### src/rtl/ov7670_pkg.sv
// Shared OV7670 definitions: QVGA geometry, capture state encoding and pixel type.
// Imported by both the capture path and the SCCB configuration path.
package ov7670_pkg;

   localparam int QVGA_H_PIX   = 320;
   localparam int QVGA_V_LINES = 240;
   localparam int QVGA_ADDR_W  = 17;

   typedef enum logic [1:0] {
      CAP_IDLE    = 2'd0,
      CAP_WAIT_VS = 2'd1,
      CAP_FRAME   = 2'd2
   } cap_state_e;

   localparam logic [1:0] ST_IDLE    = 2'd0;
   localparam logic [1:0] ST_WAIT_VS = 2'd1;
   localparam logic [1:0] ST_FRAME   = 2'd2;

   typedef struct packed {
      logic [4:0] r;
      logic [5:0] g;
      logic [4:0] b;
   } rgb565_t;

endpackage

### src/rtl/ov7670_rgb565_packer.sv
// Pairs camera bytes into RGB565 pixels: first byte is the high half, the second
// byte completes the pixel and raises the write strobe for one cycle.
module ov7670_rgb565_packer
   import ov7670_pkg::*;
(
   input  logic        clk_i,
   input  logic        rst_ni,
   input  logic        en_i,
   input  logic        clr_i,
   input  logic        accept_i,
   input  logic [7:0]  d_i,
   output logic        pix_o,
   output logic        phase_o,
   output logic        we_o,
   output logic [15:0] wdata_o
);

   logic       phase_q, phase_d;
   logic [7:0] hi_q, hi_d;
   logic       we_q, we_d;
   rgb565_t    px_q, px_d;

   assign pix_o   = en_i & phase_q;
   assign phase_o = phase_q;
   assign we_o    = we_q;
   assign wdata_o = px_q;

   always_comb begin
      phase_d = phase_q;
      hi_d    = hi_q;
      we_d    = 1'b0;
      px_d    = px_q;
      if (en_i) begin
         if (!phase_q) begin
            hi_d = d_i;
         end else if (accept_i) begin
            we_d = 1'b1;
            px_d = rgb565_t'({hi_q, d_i});
         end
         phase_d = ~phase_q;
      end
      // A line end or frame start discards any half-formed pixel.
      if (clr_i) phase_d = 1'b0;
   end

   always_ff @(posedge clk_i or negedge rst_ni) begin
      if (!rst_ni) begin
         phase_q <= 1'b0;
         hi_q    <= '0;
         we_q    <= 1'b0;
         px_q    <= '0;
      end else begin
         phase_q <= phase_d;
         hi_q    <= hi_d;
         we_q    <= we_d;
         px_q    <= px_d;
      end
   end

endmodule

### src/rtl/ov7670_capture.sv
// OV7670 pixel capture: aligns to VSYNC/HREF after configuration completes and
// writes RGB565 pixels row-major into a frame buffer, flagging torn lines/frames.
module ov7670_capture
   import ov7670_pkg::*;
#(
   parameter int H_PIX   = QVGA_H_PIX,
   parameter int V_LINES = QVGA_V_LINES,
   parameter int ADDR_W  = QVGA_ADDR_W
) (
   input  logic              clk_i,
   input  logic              rst_ni,
   input  logic              cfg_done_i,
   input  logic              vsync_i,
   input  logic              href_i,
   input  logic [7:0]        d_i,
   output logic              we_o,
   output logic [ADDR_W-1:0] waddr_o,
   output logic [15:0]       wdata_o,
   output logic              frame_done_o,
   output logic              line_err_o,
   output logic              capturing_o,
   output cap_state_e        dbg_state_o
);

   localparam int X_W = $clog2(H_PIX + 2);
   localparam int Y_W = $clog2(V_LINES + 2);
   localparam logic [X_W-1:0]    X_END     = X_W'(H_PIX);
   localparam logic [Y_W-1:0]    Y_END     = Y_W'(V_LINES);
   localparam logic [ADDR_W-1:0] LINE_STEP = ADDR_W'(H_PIX);

   logic       vs_q, hr_q, vs_dly_q, hr_dly_q;
   logic [7:0] d_q;

   logic [1:0]        state_q, state_d;
   logic              armed_q, armed_d;
   logic [X_W-1:0]    x_q, x_d;
   logic [Y_W-1:0]    y_q, y_d;
   logic [ADDR_W-1:0] base_q, base_d;
   logic [ADDR_W-1:0] waddr_q, waddr_d;
   logic              err_q, err_d;
   logic              fdone_q, fdone_d;

   logic vs_rise, vs_fall, hr_fall;
   logic in_frame, frame_start, line_end;
   logic pk_en, pk_clr, accept, pix, phase;

   assign vs_rise     = vs_q & ~vs_dly_q;
   assign vs_fall     = ~vs_q & vs_dly_q;
   assign hr_fall     = ~hr_q & hr_dly_q;
   assign in_frame    = (state_q == ST_FRAME);
   assign frame_start = (state_q == ST_WAIT_VS) & vs_fall;
   // VSYNC rising with HREF still high closes the partial line first.
   assign line_end    = in_frame & (hr_fall | (vs_rise & hr_q));
   assign pk_en       = in_frame & hr_q & ~vs_rise;
   assign pk_clr      = frame_start | line_end;
   assign accept      = (x_q < X_END) && (y_q < Y_END);

   ov7670_rgb565_packer u_packer (
      .clk_i    (clk_i),
      .rst_ni   (rst_ni),
      .en_i     (pk_en),
      .clr_i    (pk_clr),
      .accept_i (accept),
      .d_i      (d_q),
      .pix_o    (pix),
      .phase_o  (phase),
      .we_o     (we_o),
      .wdata_o  (wdata_o)
   );

   always_comb begin
      state_d = state_q;
      armed_d = armed_q;
      x_d     = x_q;
      y_d     = y_q;
      base_d  = base_q;
      waddr_d = waddr_q;
      err_d   = err_q;
      fdone_d = 1'b0;
      case (state_q)
         ST_IDLE: begin
            if (cfg_done_i || armed_q) begin
               armed_d = 1'b1;
               state_d = ST_WAIT_VS;
            end
         end
         ST_WAIT_VS: begin
            if (vs_fall) begin
               state_d = ST_FRAME;
               x_d     = '0;
               y_d     = '0;
               base_d  = '0;
               waddr_d = '0;
               err_d   = 1'b0;
            end
         end
         ST_FRAME: begin
            if (pix) begin
               if (accept) waddr_d = base_q + ADDR_W'(x_q);
               else        err_d   = 1'b1;
               // x saturates just past the line length so a long line still reads as wrong.
               if (x_q <= X_END) x_d = x_q + 1'b1;
            end
            if (line_end) begin
               if (phase || (x_q != X_END)) err_d = 1'b1;
               x_d = '0;
               if (y_q <= Y_END) y_d = y_q + 1'b1;
               if (y_q < Y_END) base_d = base_q + LINE_STEP;
            end
            if (vs_rise) begin
               if (y_d != Y_END) err_d = 1'b1;
               fdone_d = 1'b1;
               state_d = ST_WAIT_VS;
            end
         end
         default: state_d = ST_IDLE;
      endcase
   end

   always_ff @(posedge clk_i or negedge rst_ni) begin
      if (!rst_ni) begin
         vs_q     <= 1'b0;
         hr_q     <= 1'b0;
         d_q      <= '0;
         vs_dly_q <= 1'b0;
         hr_dly_q <= 1'b0;
         state_q  <= ST_IDLE;
         armed_q  <= 1'b0;
         x_q      <= '0;
         y_q      <= '0;
         base_q   <= '0;
         waddr_q  <= '0;
         err_q    <= 1'b0;
         fdone_q  <= 1'b0;
      end else begin
         vs_q     <= vsync_i;
         hr_q     <= href_i;
         d_q      <= d_i;
         vs_dly_q <= vs_q;
         hr_dly_q <= hr_q;
         state_q  <= state_d;
         armed_q  <= armed_d;
         x_q      <= x_d;
         y_q      <= y_d;
         base_q   <= base_d;
         waddr_q  <= waddr_d;
         err_q    <= err_d;
         fdone_q  <= fdone_d;
      end
   end

   assign waddr_o      = waddr_q;
   assign frame_done_o = fdone_q;
   assign line_err_o   = err_q;
   assign capturing_o  = in_frame;
   assign dbg_state_o  = cap_state_e'(state_q);

endmodule

### config.mk
export PLATFORM = sky130hd
export DESIGN_NAME = ov7670_capture
export DESIGN_NICKNAME = d
export VERILOG_FILES = /design/src/rtl/ov7670_pkg.sv /design/src/rtl/ov7670_rgb565_packer.sv /design/src/rtl/ov7670_capture.sv
export SDC_FILE = /design/constraint.sdc
export NUM_CORES = 1
export LEC_CHECK = 0
export ABC_AREA = 1
export CORE_ASPECT_RATIO = 1.2
export CORE_UTILIZATION = 59
export CTS_CLUSTER_DIAMETER = 150
export CTS_CLUSTER_SIZE = 30
export DETAILED_ROUTE_END_ITERATION = 8
export PLACE_DENSITY = 0.93
export RECOVER_POWER = 100
export SLEW_MARGIN = 20
export SYNTH_ARGS = -nofsm -noshare
export SYNTH_HDL_FRONTEND = slang
export SYNTH_HIERARCHICAL = 1
export SYNTH_SLANG_ARGS = --single-unit
### constraint.sdc
create_clock -name clk_i -period 4.16 [get_ports clk_i]
set_input_delay 0.832 -clock clk_i [delete_from_list [all_inputs] [get_ports clk_i]]
set_output_delay 0.832 -clock clk_i [all_outputs]
set_load 0.005 [all_outputs]
Yosys cells after proc, flatten, opt, wreduce, memory -nomap -nowiden
Index checks and enable logic that the tools add are counted.
Widths: inputs -> output; s select.
Storage, ports and cells
  memories kept: 0
  register bits: 94
  output and inout bits: 39
  latch bits: 0
  bits in writable memories: 0
  word-level logic and storage cells: 106
  bits in read-only memories: 0
  input port bits: 13
Operators by class
  add/sub/neg operators: 4
  mux-type cells: 36
  eq/ne operators: 13
  $mul: 0
  bitwise operators: 16
  shift-type cells: 0
  $lt $le $gt $ge: 4
  reductions and logical operators: 14
  divide/modulo/power cells: 0
Operator list (number)
  $mux 17: 5
  $pmux 17 s2: 2
  $mux 9: 4
  $mux 8: 4
  $pmux 9 s2: 1
  $add 17x9->17: 1
  $add 17x9->17 const B: 1
  $pmux 8 s2: 1
  $mux 1: 14
  $reduce_and 4->1: 3
  $add 9x1->9 const B: 1
  $and 1x1->1: 9
  $le 9x9->1 const B: 1
  $lt 9x9->1 const B: 1
  $ne 9x9->1 const B: 1
  $add 8x1->8 const B: 1
  $le 8x8->1 const B: 1
  $lt 8x8->1 const B: 1
  $ne 2x1->1 const B: 4
  $ne 8x8->1 const B: 1
  $mux 2: 3
  $ne 2x2->1 const B: 3
  $ne 3x1->1 const B: 2
  $pmux 2 s3: 1
  11 further kinds: 21

Longest topological paths before layout
Gate-level depths: netlist (run 1).
  depth in word-level cells: 11
  depth in mapped cells: 18
  depth with buffers taken out: 15

By module
The synthesis (run 1) kept the hierarchy.
By module, submodules not included
  ov7670_capture: times used 1, area an instance 3214.3 um2, cells an instance 405
  ov7670_rgb565_packer: times used 1, area an instance 1121.1 um2, cells an instance 115

Worst setup path after synthesis (run 1)
No wires, ideal clock.
  path type: register -> register
  from: reg state_q[0], in the netlist dbg_state_o[0]
  to: reg waddr_q[1], in the netlist waddr_o[1]
  data arrival time: 2278 ps
  period minus slack after synthesis: 2399 ps
  cell stages (with the launch flop): 17
  setup time: 121 ps
  slack: 1761 ps
  path buffers: 3
  cells stage by stage: dfrtp_1 > nor2_1 > inv_1 > buf_4 > nor2_1 > inv_1 > nor2_1 > buf_6 > nand2_1 > inv_1 > inv_1 > nor2_1 > nand2_1 > inv_2 > nor2_2 > buf_4 > a22o_1
Between the ends
  word-level cells in the longest chain between the ends: 6
  elaborated cells on any way between the ends: 11
  those cells by class: eq/ne (5); mux (1); bitwise (3); reduce/logical (2)
Ends and longest elaborated chain
  start: declaration: RTL line ov7670_capture.sv:34  | logic [1:0] state_q, state_d;
  start signal: assignment: RTL line ov7670_capture.sv:141  | state_q <= state_d;
  $eq 2x2->1: RTL line ov7670_capture.sv:50  | assign in_frame = (state_q == ST_FRAME);
  $and 1x1->1 (2 in a row): RTL line ov7670_capture.sv:54  | assign pk_en = in_frame & hr_q & ~vs_rise;
  via pk_en: RTL line ov7670_capture.sv:45  | logic pk_en, pk_clr, accept, pix, phase;
  $and 1x1->1: RTL line ov7670_rgb565_packer.sv:23  | assign pix_o = en_i & phase_q;
  via pix: RTL line ov7670_capture.sv:45
  $ne 2x1->1 (no source line)
  $reduce_and 4->1 (no source line)
  end signal: assignment: RTL line ov7670_capture.sv:146  | waddr_q <= waddr_d;
  end: declaration: RTL line ov7670_capture.sv:39  | logic [ADDR_W-1:0] waddr_q, waddr_d;
The timed path passes the listed nets, and every way through them passes these cells.
A chain may end at the register's enable or synchronous reset.

Final worst setup path (run 1)
  from: reg state_q[1], in the netlist dbg_state_o[1]
  to: reg waddr_q[15], in the netlist waddr_o[15]
The elaborated chain is that of the path after synthesis.

==> results of run 1 <==
==> final cells by class <==
cell class	instances	area, µm²
clock buffers	10	137.6
clock inverters	5	105.1
fillers	535	1952
inverters	53	198.9
multi-input cells	363	1749
flip-flops and latches	88	2202
well taps	87	108.9
repair buffers	54	524.3
==> state kept, by name, indices dropped and copies added, names as in the netlist, 2 cells and up <==
register / count
base_q: 11
d_q: 8
dbg_state_o: 2
u_packer/hi_q: 8
u_packer/wdata_o: 16
waddr_o: 17
x_q: 9
y_q: 8
==> Yosys cell counts (2+ instances only) <==
library cell / count / share of area, %
inv_1: 50 / 4.3
a21oi_1: 16 / 1.8
o21ai_1: 6 / 0.69
xor2_1: 7 / 1.4
o21ai_0: 29 / 3.3
nor2_1: 37 / 3.2
nor2_2: 3 / 0.43
inv_2: 3 / 0.26
o21bai_1: 3 / 0.52
nor4_1: 2 / 0.29
ha_1: 9 / 2.6
o31ai_1: 4 / 0.69
clkbuf_8: 3 / 0.95
buf_4: 4 / 0.69
dfrtp_1: 88 / 51
nand2_2: 2 / 0.29
nand3_1: 30 / 3.5
nand2_1: 164 / 14
buf_2: 3 / 0.35
nand4_1: 20 / 2.9
nor3_1: 12 / 1.4
buf_6: 3 / 0.78
o22ai_1: 5 / 0.72
==> power by group through the flow <==
stage / logic, mW / clock network [mW] / registers (mW)
6_report: 0.430 / 0.715 / 1.08
5_1_grt: 0.479 / 0.760 / 1.09
4_1_cts: 0.465 / 0.720 / 1.08
3_5_place_dp: 0.457 / 0 / 1.09
3_3_place_gp: 0.435 / 0 / 1.09
2_1_floorplan: 0.283 / 0 / 1.07
==> how the worst max path moves through the flow <==
stage / endpoint / slack, ns / cells after the start
floorplan: waddr_o[1]$_DFFE_PN0P_ / 1.76 / 16
global placement: waddr_o[6]$_DFFE_PN0P_ / 1.47 / 16
detailed placement: waddr_o[15]$_DFFE_PN0P_ / 1.27 / 16
CTS: waddr_o[15]$_DFFE_PN0P_ / 1.17 / 16
global route: waddr_o[15]$_DFFE_PN0P_ / 0.43 / 16
finish: waddr_o[15]$_DFFE_PN0P_ / 0.77 / 16
==> layer usage <==
layer	up-vias	global-route usage, %	share of wire [%]
li1	1791	-	-
met1	1799	33.23	40
met2	195	48.86	49
met3	43	6.161	6.4
met4	0	16.52	4.0
met5	-	0	0
==> cells by family (layout without fill, tap and decap cells) <==
logic type               count (synthesis)  after routing  share of synthesized area, %
AO/OA/AOI/OAI                           68             68                         9.005
adder cells (fa/ha/maj)                  9              9                         2.597
other                                    1              1                       0.08650
buffers and inverters                   69            122                         7.994
flip-flops                              88             88                         50.79
XOR/XNOR                                 8              8                         1.616
AND/OR/NAND/NOR                        277            277                         27.91
==> stage by stage <==
stage	power, mW	hold WS [ns]	setup slack (ns)	area [µm²]
floorplan	1.351	0.3744	1.761	4335
global placement	1.521	0.4132	1.467	4827
detailed placement	1.552	0.4207	1.274	4827
CTS	2.267	0.4295	1.170	5070
global route	2.330	0.4395	0.4330	5026
finish	2.224	0.4363	0.7660	5026
==> worst max-delay path: stages, from the launching register on <==
cell and delay [ns]:
dfrtp_1 0.41, inv_1 0.08, nor2_1 0.04, buf_4 0.21
inv_1 0.31, nor2_1 0.12, inv_1 0.09, nor2_1 0.06
nand2_1 0.06, inv_1 0.09, inv_1 0.06, nor2_1 0.04
nand2_1 0.24, inv_2 0.12, nor2_1 1.01, nand2_1 0.15
o21ai_0 0.18
==> metrics.md, run 1 <==
| Metric | Value |
|---|---|
| Tmin final | `3.394 ns` |
| Non-Filler Instances | `660` |
| # clock sinks | `88` |
| RSZ-0062 raised after global routing | `false` |
| Detailed-router iteration count before antenna repair | `7` |
| NetSw | `0.6579 mW` |
| Internal cell power | `1.566 mW` |
| Seq cells post-synth | `88` |
| Hold Path Class | `reg2reg` |
| Routed WL | `10320 µm` |
| Cell Pwr Density | `442.5 mW/mm²` |
| Peak Freq | `294.6 MHz` |
| Post-cts gate resize count | `0` |
| DR WL/cell | `15.63 µm` |
| Crit path max fanout | `21` |
| Worst skew pair latency | `0.36 ns` |
| Setup Skew | `0.01416 ns` |
| Post-CTS Setup Bufs | `0` |
| Starting density of the core | `62.13%` |
| Initial antenna violation count | `0` |
| First-pass GRT wire length | `16580 µm` |
| Num CTS Buffers | `9` |
| WP data required | `4.42 ns` |
| Critical path endpoint category | `flop` |
| Sequential power share | `48.5%` |
| Util after Layout | `72.03%` |
| Mapped Area | `0.004335 mm²` |
| Slew Limit Fails | `89` |
| Clk pwr share | `32.1%` |
| Ys async rst share | `100.0%` |
| Post-layout net count | `591` |
| Worst hold start | `hr_q$_DFF_PN0_` |
| Reg2reg end | `waddr_o[15]$_DFFE_PN0P_` |
| H-tree depth | `3` |
| DR iter-0 viols | `296` |
| Worst slew pin tran | `2.159 ns` |
| Largest net degree at the start of global routing | `89` |
| CP startpoint kind | `flop` |
| Synth warnings | `6` |
| Max_cap viols | `1` |
| Vias per cell | `5.800` |
| Hold Buf Count CTS | `0` |
| Status | `complete, but fails checks` |
| Commonest non-fill, non-tap cell in the layout | `nand2_1` |
| Clock Tree Root | `clkbuf_8` |
| Tcrit/Tclk final | `81.59%` |
| Std-Cell Rows | `33` |
| Chip width | `80.25 µm` |
| Die Area | `0.007696 mm²` |
| Final hold vios | `0` |
| Failing checks | `capacitance limit, slew limit` |
| PortBufs | `51` |
| Post-route ant nets | `0` |
| Post-synth top flop | `dfrtp_1` |
| R2R setup slack | `0.77 ns` |
| Sequential share of the synthesized area | `50.79%` |
| Post-route setup TNS | `0 ns` |
| Hold Path Stages | `0` |
| Static leakage | `2.540 nW` |
| GRT overflow | `0` |
| Core Area | `0.006978 mm²` |
| Clock transition at path regs | `0.10 ns` |
| Placed insts | `645` |
| CP Launch Point | `dbg_state_o[1]$_DFFE_PN0P_` |
| Share of layout cells above drive strength 1 | `4.014%` |
| R2R cell count | `16` |
| GR Util All Layers | `28.61%` |
| Syn nets | `542` |
| Rel. slew slack | `-43.91%` |
| Crit Path Category | `reg2reg` |
| Max VDD drop | `0.0002454 V` |
| Final setup viols | `0` |
| Logic pwr share | `19.3%` |
| TritonCTS clock tree | `built` |
| Syn Inst Count | `520` |
| Die height | `95.90 µm` |
| Worst EP arrival | `3.66 ns` |
| Fraction of power spent switching nets | `29.58%` |
| Most frequent cells in the layout | `166 x nand2_1, 88 x dfrtp_1, 52 x inv_1` |
| RD Place Congestion | `0.9450` |
| Syn_area_per_cell | `8.337 µm²` |
| N_diodes | `0` |
| Clock Tree Buf Depth | `2` |
| Library cells used by synthesis | `40` |
| Post-DP HPWL | `7149 µm` |
| Vias in the first global route | `3704` |
| DRC Markers | `0` |
| Hold Path Sink | `hr_dly_q$_DFF_PN0_` |
| DR vias | `3828` |
| Ports | `52` |
| Number of synthesized flops with an enable pin | `0` |
| Syn-to-layout area delta | `15.93%` |
| Worst r2r src | `dbg_state_o[1]$_DFFE_PN0P_` |
Power figures use the tool's default switching activity.
==> run 2, diff against run 1 <==
- CORE_UTILIZATION: 59 -> 56
- PLACE_DENSITY: 0.93 -> 0.89
- clock period: 4.16 -> 3.5 ns (I/O delays scaled with it)
==> run 2 against run 1 <==
The flow still finishes with violations (capacitance limit, slew limit); register-to-register slack lost 0.31 ns; via count shrank 1.4%; global-route usage shrank 2.1 points; sequential power grew 19%; first-iteration DRC count grew 10%; die area grew 5.2%; clock skew shrank 0.0077 ns; critical path depth is the same; wire length shrank 4.6%; cell area grew 0.35%; cell count grew 0.61%; largest power group unchanged.
==> metrics.md, run 2 (synthesis results as in run 1) <==
| Metric | Value |
|---|---|
| Non-Filler Instances | `664` |
| DR WL/cell | `14.82 µm` |
| Num CTS Buffers | `9` |
| Rel. slew slack | `-41.20%` |
| Starting density of the core | `58.91%` |
| Post-DP HPWL | `6938 µm` |
| Initial antenna violation count | `0` |
| Std-Cell Rows | `34` |
| Vias in the first global route | `3630` |
| DR vias | `3773` |
| GRT overflow | `0` |
| DR iter-0 viols | `327` |
| Fill cells | `586` |
| Static leakage | `2.552 nW` |
| TritonCTS clock tree | `built` |
| RD Place Congestion | `0.8946` |
| Routed WL | `9843 µm` |
| CP startpoint kind | `flop` |
| Final Cell Area | `0.005044 mm²` |
| Tmin final | `3.048 ns` |
| Worst hold slack | `0.4422 ns` |
| RSZ-0062 raised after global routing | `false` |
| Max_cap viols | `1` |
| Die Area | `0.008099 mm²` |
| Worst skew pair latency | `0.35 ns` |
| Final setup viols | `0` |
| PortBufs | `51` |
| Post-route ant nets | `0` |
| Placed insts | `648` |
| Hold Buf Count CTS | `0` |
| Setup slack after layout | `0.4524 ns` |
| # clock sinks | `88` |
| Post-layout net count | `591` |
| DRC Markers | `0` |
| Peak Freq | `328.1 MHz` |
| Post-route setup TNS | `0 ns` |
| Ports | `52` |
| Worst EP arrival | `3.31 ns` |
| Most frequent cells in the layout | `166 x nand2_1, 88 x dfrtp_1, 53 x inv_1` |
| Detailed-router iteration count before antenna repair | `5` |
| N_diodes | `0` |
| Slew Limit Fails | `89` |
| Final hold vios | `0` |
| Post-CTS Setup Bufs | `0` |
| Worst slew pin tran | `2.118 ns` |
| Max VDD drop | `0.0003364 V` |
| Placed inst area | `0.004831 mm²` |
| Crit path max fanout | `21` |
| Tcrit/Tclk final | `87.08%` |
| Syn-to-layout area delta | `16.33%` |
| Share of layout cells above drive strength 1 | `4.181%` |
| Critical path endpoint category | `flop` |
| Vias per cell | `5.682` |
| Setup Skew | `0.006448 ns` |
| Chip width | `82.32 µm` |
| Failing checks | `capacitance limit, slew limit` |
| Largest net degree at the start of global routing | `89` |
| First-pass GRT wire length | `16470 µm` |
| H-tree depth | `3` |
| Post-cts gate resize count | `0` |
| Hold Path Class | `reg2reg` |
| WP data required | `3.77 ns` |
| Crit Path Category | `reg2reg` |
| Cell Pwr Density | `526.1 mW/mm²` |
| Clock Tree Buf Depth | `2` |
| Die height | `98.39 µm` |
| GR Util All Layers | `26.50%` |
| Max reg flops | `17` |
| Total chip power | `2.653 mW` |
| Post-Place Setup Slack | `0.5607 ns` |
| Status | `complete, but fails checks` |
| Commonest non-fill, non-tap cell in the layout | `nand2_1` |
| Clock transition at path regs | `0.09 ns` |
| Clock Tree Root | `clkbuf_8` |
| Core Area | `0.007360 mm²` |
| Util after Layout | `68.53%` |
-- run 2: path summary, 6_finish.rpt --
kind,start,to,slack [ns],cells past startpoint
max,dbg_state_o[1]$_DFFE_PN0P_,waddr_o[12]$_DFFE_PN0P_,0.45,16
min,hr_q$_DFF_PN0_,hr_dly_q$_DFF_PN0_,0.44,0
max reg2reg,dbg_state_o[1]$_DFFE_PN0P_,waddr_o[12]$_DFFE_PN0P_,0.45,16
min reg2reg,hr_q$_DFF_PN0_,hr_dly_q$_DFF_PN0_,0.44,0
max in group asynchronous,rst_ni,waddr_o[1]$_DFFE_PN0P_,1.29,1
min in group asynchronous,rst_ni,u_packer/wdata_o[1]$_DFFE_PN0P_,0.95,1
-- run 2: power breakdown --
| group | internal (mW) | switching, mW | total, mW |
|---|---|---|---|
| Combinational | 0.213 | 0.292 | 0.505 |
| Clock | 0.512 | 0.360 | 0.872 |
| Sequential | 1.16 | 0.118 | 1.28 |
| Total | 1.88 | 0.770 | 2.65 |
-- run 2: area by class of cell --
class	count	area, µm²	share of cell area (%)
multi-input combinational	363	1752	34.73
clock buffer	11	151.4	3.002
tap	90	112.6	2.233
timing repair buffer	54	524.3	10.39
sequential	88	2202	43.66
clock inverter	5	102.6	2.034
inverter	53	198.9	3.944
-- run 2: routing by layer --
| metal | vias up | GRT usage, % | share of wire, % |
|---|---|---|---|
| met5 | - | 0 | 0 |
| met4 | 0 | 9.042 | 1.9 |
| met3 | 20 | 5.514 | 7.4 |
| met2 | 179 | 42.72 | 49 |
| met1 | 1780 | 35.09 | 42 |
| li1 | 1794 | - | - |
-- run 2: critical path, cell delays in order (launching register included) --
cell	delay (ns)
dfrtp_1	0.42
inv_1	0.09
nor2_1	0.05
inv_1	0.32
nor2_1	0.11
inv_1	0.09
nor2_1	0.04
buf_4	0.20
nand2_1	0.08
inv_1	0.08
inv_1	0.05
nor2_1	0.04
nand2_1	0.26
inv_1	0.19
nor2_2	0.66
nand2_1	0.14
o21ai_0	0.14
==> run 3, diff against run 2 <==
- CORE_UTILIZATION: 56 -> 30
- PLACE_DENSITY: 0.89 -> 0.57
==> run 3 against run 2 <==
The run ends with DRC, capacitance limit, slew limit left; register-to-register slack improved by 0.16 ns; count of clock-buffer cells in the layout decreased by 1; die area rose by 84%; first-iteration DRC count down 25%; via count is 3.7% lower; sequential share of layout area fell by 1.5 points; clock power rose by 15%; wire length up 4.1%; non-clock buffer count is 3 higher.
==> metrics.md, run 3 (synthesis results as in run 1) <==
| Metric | Value |
|---|---|
| Commonest non-fill, non-tap cell in the layout | `nand2_1` |
| Post-cts gate resize count | `0` |
| Placed inst area | `0.004967 mm²` |
| RSZ-0062 raised after global routing | `false` |
| R2R setup slack | `0.61 ns` |
| Final setup viols | `0` |
| Detailed-router iteration count before antenna repair | `7` |
| Die Area | `0.01494 mm²` |
| Failing checks | `DRC, capacitance limit, slew limit` |
| Final hold vios | `0` |
| Clock transition at path regs | `0.07 ns` |
| Sequential power share | `45.0%` |
| Final Cell Area | `0.005226 mm²` |
| Peak Freq | `330.7 MHz` |
| Core Area | `0.01394 mm²` |
| Register area | `0.002202 mm²` |
| Max VDD drop | `0.0002319 V` |
| Cell Pwr Density | `535.2 mW/mm²` |
| Post-layout net count | `594` |
| Worst skew pair latency | `0.34 ns` |
| Starting density of the core | `31.11%` |
| Post-Place Setup Slack | `0.8879 ns` |
| Worst slew pin tran | `2.230 ns` |
| Vias per cell | `4.857` |
| TritonCTS clock tree | `built` |
| First-pass GRT wire length | `17710 µm` |
| Internal cell power | `1.963 mW` |
| GRT overflow | `0` |
| Clock Tree Root | `clkbuf_16` |
| Slew Limit Fails | `89` |
| Crit path max fanout | `19` |
| Worst hold slack | `0.4227 ns` |
| Hold Path Class | `reg2reg` |
| Hold Buf Count CTS | `0` |
| Chip width | `111.7 µm` |
| WP data required | `2.80 ns` |
| Largest net degree at the start of global routing | `89` |
| Post-CTS Setup Bufs | `0` |
| Static leakage | `2.586 nW` |
| Post-route setup TNS | `0 ns` |
| CP startpoint kind | `flop` |
| Tmin final | `3.024 ns` |
| N_diodes | `0` |
| Status | `complete, but fails checks` |
| Vias in the first global route | `3628` |
| H-tree depth | `3` |
| Clk pwr share | `35.8%` |
| Fraction of power spent switching nets | `29.84%` |
| Setup Skew | `0.009806 ns` |
| NetSw | `0.8348 mW` |
| Worst EP arrival | `2.32 ns` |
| Die height | `133.7 µm` |
| Routed WL | `10240 µm` |
| Setup slack after layout | `0.4758 ns` |
| Total chip power | `2.797 mW` |
| Fill cells | `1431` |
| Syn-to-layout area delta | `20.55%` |
| Critical path endpoint category | `output pin` |
| PortBufs | `51` |
| Share of layout cells above drive strength 1 | `4.853%` |
| Clock Tree Buf Depth | `2` |
| Ports | `52` |
| Post-DP HPWL | `7198 µm` |
| # clock sinks | `88` |
| DR vias | `3633` |
| Logic pwr share | `19.2%` |
| Area of the multi-input gates | `0.001757 mm²` |
| RD Place Congestion | `0.7978` |
| Crit Path Category | `reg2out` |
| Max_cap viols | `1` |
| Initial antenna violation count | `0` |
| Rel. slew slack | `-48.67%` |
| Most frequent cells in the layout | `164 x nand2_1, 88 x dfrtp_1, 53 x inv_1` |
| DR iter-0 viols | `246` |
| Std-Cell Rows | `47` |
| DRC Markers | `5` |
| Post-route ant nets | `0` |
| GR Util All Layers | `14.74%` |
| Num CTS Buffers | `9` |
| Tcrit/Tclk final | `86.41%` |
| Max reg flops | `17` |
| DR WL/cell | `13.69 µm` |
## run 3: cell types whose count changed in the layout (fill, tap and decap cells not counted), moves of 2 or more
cell	delta
inv_6	+3
clkbuf_8	-10
nand2_2	+2
nand2_1	-2
clkbuf_16	+9
bufinv_16	-2
## run 3: metal layers
metal | GRT usage [%] | part of all wire (%) | vias to the layer above
met5 | 0 | 0 | -
met2 | 24.05 | 47 | 88
met1 | 19.51 | 47 | 1731
met4 | 4.279 | 1.3 | 0
met3 | 3.321 | 4.6 | 9
li1 | - | - | 1805
## run 3: path summary, 6_finish.rpt
path                                       startpoint                               end  cells past startpoint
min in group asynchronous                      rst_ni  u_packer/wdata_o[13]$_DFFE_PN0P_                      2
max in group asynchronous                      rst_ni                y_q[1]$_DFFE_PN0P_                      2
hold / removal                         hr_q$_DFF_PN0_                hr_dly_q$_DFF_PN0_                      0
hold reg to reg                        hr_q$_DFF_PN0_                hr_dly_q$_DFF_PN0_                      0
setup reg to reg           dbg_state_o[1]$_DFFE_PN0P_            base_q[16]$_DFFE_PN0P_                     10
setup / recovery           dbg_state_o[1]$_DFFE_PN0P_                       capturing_o                      4
## run 3: final cells by class
| cell class | instances | area share, % |
|---|---|---|
| inverter | 53 | 3.807 |
| timing repair buffer | 57 | 10.39 |
| sequential | 88 | 42.14 |
| multi-input combinational | 363 | 33.61 |
| clock inverter | 6 | 1.389 |
| tap | 171 | 4.094 |
| clock buffer | 10 | 4.573 |
## run 3: per-stage QoR
| stage | instances | utilization, % |
|---|---|---|
| 4_1_cts | 748 | 37.88 |
| 6_report | 748 | 37.50 |
| 5_1_grt | 748 | 37.50 |
| 3_5_place_dp | 732 | 35.64 |
| 2_1_floorplan | 520 | - |
| 3_3_place_gp | 732 | 35.64 |
## run 3: power by group through the flow
stage | registers, mW | clock network (mW) | logic, mW
after detailed placement | 1.28 | 0 | 0.581
after global routing | 1.28 | 1.07 | 0.610
after global placement | 1.28 | 0 | 0.579
after CTS | 1.26 | 1.03 | 0.589
after floorplan | 1.27 | 0 | 0.337
final | 1.26 | 1.00 | 0.537
## run 3: critical path: stages (launching register included)
cell and delay (ns):
dfrtp_1 0.40, inv_1 0.07, nor2_1 0.12, clkbuf_1 0.73
clkdlybuf4s50_1 0.66
==> RTL edit 1 (flow settings as in run 2) <==
Register the output `dbg_state_o`; this adds one clock of latency there. The other outputs are not delayed to match.
--- a/src/rtl/ov7670_capture.sv
+++ b/src/rtl/ov7670_capture.sv
@@ -153,7 +153,9 @@
    assign frame_done_o = fdone_q;
    assign line_err_o   = err_q;
    assign capturing_o  = in_frame;
-   assign dbg_state_o  = cap_state_e'(state_q);
+   always_ff @(posedge clk_i) begin
+      dbg_state_o <= cap_state_e'(state_q);
+   end
 
 endmodule
 
Function: changed (a bounded check fails within 4 cycles, from zero or initial values and one cycle with rst_ni low).
==> RTL edit 1 against run 2 <==
The flow still finishes with violations (max-capacitance violations, max-slew violations); area after synthesis up 2.2%; routed wire length up 6.0%; count of clock-buffer cells in the layout down 2; design area up 0.32%; sequential cell count up 2; setup slack better by 0.071 ns; first-iteration DRC count down 4.3%; clock skew up 0.0024 ns; critical path depth unchanged; total power down 5.4%; sequential share of layout area up 0.65 points.
==> RTL edit 1: results (changes against run 2) <==
TIMING
------------------------------------------------------------------------------
Transition time of the tightest slew-check pin ..................      2.16 ns   +0.0379 ns
Max Slew Vio Count ..............................................           89   unchanged
Clock tree skew after final layout ..............................   0.00885 ns   +0.00240 ns

YOSYS
------------------------------------------------------------------------------
Synth top area cells ............................................ sky130_fd_sc_hd__dfrtp_1, sky130_fd_sc_hd__nand2_1, sky130_fd_sc_hd__nand3_1
Sequential element share of the synthesized area ................        0.506   -0.00201
Mapped Avg Cell Area ............................................     8.43 um2   +1.1%
XOR/XNOR share of the synthesized area ..........................       0.0198   +0.00360
Post-Synth Adder-Cell Area ......................................       0.0254   -0.000565
Synthesized-area fraction occupied by ao, oa, aoi and oai cells .       0.0805   -0.00958
Synthesized Nets ................................................          548   +1.1%
Post-synth ARST share ...........................................        0.978   -0.0222

POWER
------------------------------------------------------------------------------
Largest vdd supply drop .........................................     0.382 mV   +13%
Static leakage power ............................................      2.56 nW   +0.39%

GLOBAL ROUTING
------------------------------------------------------------------------------
Via count of the first global-routing pass ......................         3934   +8.4%
Global-route usage over all layers ..............................        0.269   +0.00445

PLACED DESIGN
------------------------------------------------------------------------------
Global placer's final weighted congestion .......................        0.942   +5.3%
Placed insts ....................................................          657   +1.4%
Worst setup slack after placement ...............................     0.863 ns   +0.302 ns
Placed cell areas ...............................................     4940 um2   +2.3%
Post-DP HPWL ....................................................      7.34 mm   +5.8%

ROUTING
------------------------------------------------------------------------------
Drt via density .................................................         5.85   +3.0%
Mean routed wirelength per cell .................................      15.5 um   +4.6%

JOB
------------------------------------------------------------------------------
Max_cap viols ...................................................            1   unchanged

SETUP PATH
------------------------------------------------------------------------------
Arrival @ worst endpoint ........................................      3.22 ns   -0.09 ns

STATUS
------------------------------------------------------------------------------
Failing checks .................................................. max-capacitance violations, max-slew violations
Result of the run ............................................... finished, violations left

FINISH
------------------------------------------------------------------------------
Share of cells above drive strength 1 ...........................       0.0551   +0.0133
Final net count .................................................          598   +1.2%

CLOCKING
------------------------------------------------------------------------------
Insertion delay to the later sink of the worst-skew pair ........      0.36 ns

-- RTL edit 1: changes by cell type after synthesis, sizes merged, moves of 3 or more --
cell / run 2 / this run
nand3: 32 / 39
nand4: 20 / 24
a21oi: 17 / 14
o21ai: 36 / 30
nand2: 167 / 163
-- RTL edit 1: routing by layer --
layer / share of wire / routed length, um / global-route usage / vias up
met1: 0.38 / 4010 / 0.297 / 1857
li1: - / - / - / 1827
met2: 0.51 / 5290 / 0.474 / 204
met4: 0.046 / 482 / 0.168 / 0
met5: 0 / 0 / 0 / -
met3: 0.063 / 653 / 0.0606 / 51
-- RTL edit 1: critical path: stages (launching register included) --
cell and delay, ns:
sky130_fd_sc_hd__dfrtp_1 0.42, sky130_fd_sc_hd__inv_1 0.10, sky130_fd_sc_hd__nor2_1 0.05, sky130_fd_sc_hd__buf_4 0.21, sky130_fd_sc_hd__inv_1 0.37, sky130_fd_sc_hd__nor2_1 0.12
sky130_fd_sc_hd__inv_1 0.09, sky130_fd_sc_hd__nor2_1 0.05, sky130_fd_sc_hd__nand2_1 0.05, sky130_fd_sc_hd__inv_1 0.08, sky130_fd_sc_hd__inv_1 0.07, sky130_fd_sc_hd__nor2_1 0.07
sky130_fd_sc_hd__nand2_2 0.18, sky130_fd_sc_hd__inv_2 0.10, sky130_fd_sc_hd__nor2_2 0.61, sky130_fd_sc_hd__nand2_1 0.11, sky130_fd_sc_hd__o21ai_0 0.17
-- RTL edit 1: power breakdown --
group | leakage, nW | internal [mW] | switching [mW]
clock network | 0.0891 | 0.256 | 0.360
registers | 1.19 | 1.20 | 0.112
logic | 1.28 | 0.235 | 0.351
total | 2.56 | 1.69 | 0.823
-- RTL edit 1: area by class of cell --
| type | instances | area (um2) |
|---|---|---|
| tap | 92 | 115 |
| multi-input combinational | 366 | 1790 |
| clock inverter | 7 | 45.0 |
| timing repair buffer | 56 | 539 |
| inverter | 53 | 200 |
| sequential | 90 | 2240 |
| clock buffer | 9 | 124 |
| fill | 594 | 2600 |
-- RTL edit 1: final timing paths --
| check | cells past startpoint | end | slack (ns) | startpoint |
|---|---|---|---|---|
| max in group asynchronous | 1 | u_packer/hi_q[6]$_DFFE_PN0P_ | 1.26 | rst_ni |
| worst max-delay path | 16 | waddr_o[13]$_DFFE_PN0P_ | 0.52 | state_q[1]$_DFFE_PN0P_ |
| worst min register to register | 0 | hr_dly_q$_DFF_PN0_ | 0.44 | hr_q$_DFF_PN0_ |
| worst min-delay path | 0 | hr_dly_q$_DFF_PN0_ | 0.44 | hr_q$_DFF_PN0_ |
| worst max register to register | 16 | waddr_o[13]$_DFFE_PN0P_ | 0.52 | state_q[1]$_DFFE_PN0P_ |
| min in group asynchronous | 1 | u_packer/wdata_o[14]$_DFFE_PN0P_ | 0.94 | rst_ni |
==> RTL edit 2 (flow settings as in run 2) <==
Without the edit above. Set the package constant `QVGA_ADDR_W` to 13 (it was 17).
--- a/src/rtl/ov7670_pkg.sv
+++ b/src/rtl/ov7670_pkg.sv
@@ -4,7 +4,7 @@
 
    localparam int QVGA_H_PIX   = 320;
    localparam int QVGA_V_LINES = 240;
-   localparam int QVGA_ADDR_W  = 17;
+   localparam int QVGA_ADDR_W  = 13;
 
    typedef enum logic [1:0] {
       CAP_IDLE    = 2'd0,
Ports: changed (resized waddr_o); port bits go from 52 to 48. The function was not compared with the original's and may differ.
==> RTL edit 2 against run 2 <==
The flow still finishes with violations (max-capacitance violations, max-slew violations); area after synthesis down 9.6%; routed wire length down 13%; design area down 9.8%; total power down 6.4%; synthesized cell count down 13%; die area down 9.4%; global-route usage down 1.2 points; setup slack better by 0.29 ns; sequential cell count down 8.
==> RTL edit 2: results (changes against run 2) <==
STATUS
-------------------------------------------------------------------------------------------
Result of the run ............................................................ finished, violations left
Failing checks ............................................................... max-capacitance violations, max-slew violations

ROUTING
-------------------------------------------------------------------------------------------
Wire length on met3 ..........................................................       456 um   -37%
Post-Route M1 WL .............................................................      3.36 mm   -19%
Wire length reported by the detailed router ..................................      8.53 mm   -13%
Number of design-rule violations left by the first detailed-router iteration .          250   -24%

JOB
-------------------------------------------------------------------------------------------
Max_cap viols ................................................................            1   unchanged

POWER
-------------------------------------------------------------------------------------------
Largest vdd supply drop ......................................................     0.248 mV   -26%
Internal power contribution ..................................................      1.68 mW   -11%
Static leakage power .........................................................      2.35 nW   -8.1%

GLOBAL ROUTING
-------------------------------------------------------------------------------------------
Via count of the first global-routing pass ...................................         3178   -12%
Pin count of the biggest net entering global routing .........................           81   -9.0%
Wire length of the first global-routing pass .................................      14.3 mm   -13%
Global-route usage over all layers ...........................................        0.253   -0.0119

YOSYS
-------------------------------------------------------------------------------------------
Netlist cell types ...........................................................           45   +13%
Synth top area cells ......................................................... sky130_fd_sc_hd__dfrtp_1, sky130_fd_sc_hd__nand2_1, sky130_fd_sc_hd__inv_1
Gate Count Post-Synth ........................................................          455   -13%

PLACED DESIGN
-------------------------------------------------------------------------------------------
Global placer's final weighted congestion ....................................        0.852   -4.8%
Post-DP HPWL .................................................................      5.99 mm   -14%

FINISH
-------------------------------------------------------------------------------------------
Filler instances .............................................................          530   -9.6%
Share of cells above drive strength 1 ........................................       0.0513   +0.00947
Max reg flops ................................................................           16   -1

TIMING
-------------------------------------------------------------------------------------------
Max Slew Vio Count ...........................................................           81   -9.0%

SETUP PATH
-------------------------------------------------------------------------------------------
Arrival @ worst endpoint .....................................................      3.05 ns   -0.26 ns
Crit path max fanout .........................................................           18   -14%
Critical path origin ......................................................... dbg_state_o[0]$_DFFE_PN0P_
Reg2reg setup slack ..........................................................      0.74 ns   +0.29 ns
CP peak stage delay ..........................................................      0.61 ns   -0.05 ns

CLOCKING
-------------------------------------------------------------------------------------------
Insertion delay to the later sink of the worst-skew pair .....................      0.37 ns   +0.02 ns

## RTL edit 2: layout make-up
class / instances / share of cell area
multi-input cells: 321 / 0.353
flip-flops and latches: 80 / 0.440
inverters: 41 / 0.0341
clock buffers: 12 / 0.0319
well taps: 87 / 0.0239
repair buffers: 49 / 0.106
clock inverters: 4 / 0.0116
## RTL edit 2: cells by family (layout without fill, tap and decap cells)
kind of cell	after synthesis	in the layout	synth area share
buffers and inverters	54	106	0.0728
DFF	80	80	0.511
and+or+nand+nor	246	246	0.281
other	1	1	0.000957
xor gates and xnor gates	9	9	0.0201
AOI/OAI and AO/OA	56	56	0.0862
adders and majority gates	9	9	0.0287
## RTL edit 2: power by group through the flow
stage	Sequential (mW)	Combinational (mW)	Clock [mW]
2_1_floorplan	1.20	0.425	0
3_3_place_gp	1.24	0.575	0
3_5_place_dp	1.26	0.597	0
4_1_cts	1.24	0.607	0.693
5_1_grt	1.26	0.636	0.742
6_report	1.23	0.561	0.686
## RTL edit 2: through the flow
stage	utilization	setup WS (ns)	hold WS [ns]	area (um2)
6_report	0.667	0.740	0.420	4550
3_3_place_gp	0.643	1.25	0.401	4380
5_1_grt	0.667	0.447	0.438	4550
3_5_place_dp	0.643	1.10	0.406	4380
2_1_floorplan	-	1.45	0.374	3920
4_1_cts	0.672	0.993	0.424	4580
## RTL edit 2: metal layers
| metal | global-route usage | vias up |
|---|---|---|
| li1 | - | 1579 |
| met1 | 0.293 | 1566 |
| met2 | 0.436 | 115 |
| met3 | 0.0534 | 32 |
| met4 | 0.139 | 0 |
| met5 | 0 | - |
## RTL edit 2: worst register-to-register path: cells and delay by family (launching register included)
kind	cells	cell delay [ns]
AOI/OAI and AO/OA	2	0.30
buffers and inverters	2	0.76
and+or+nand+nor	5	1.13
DFF	1	0.50
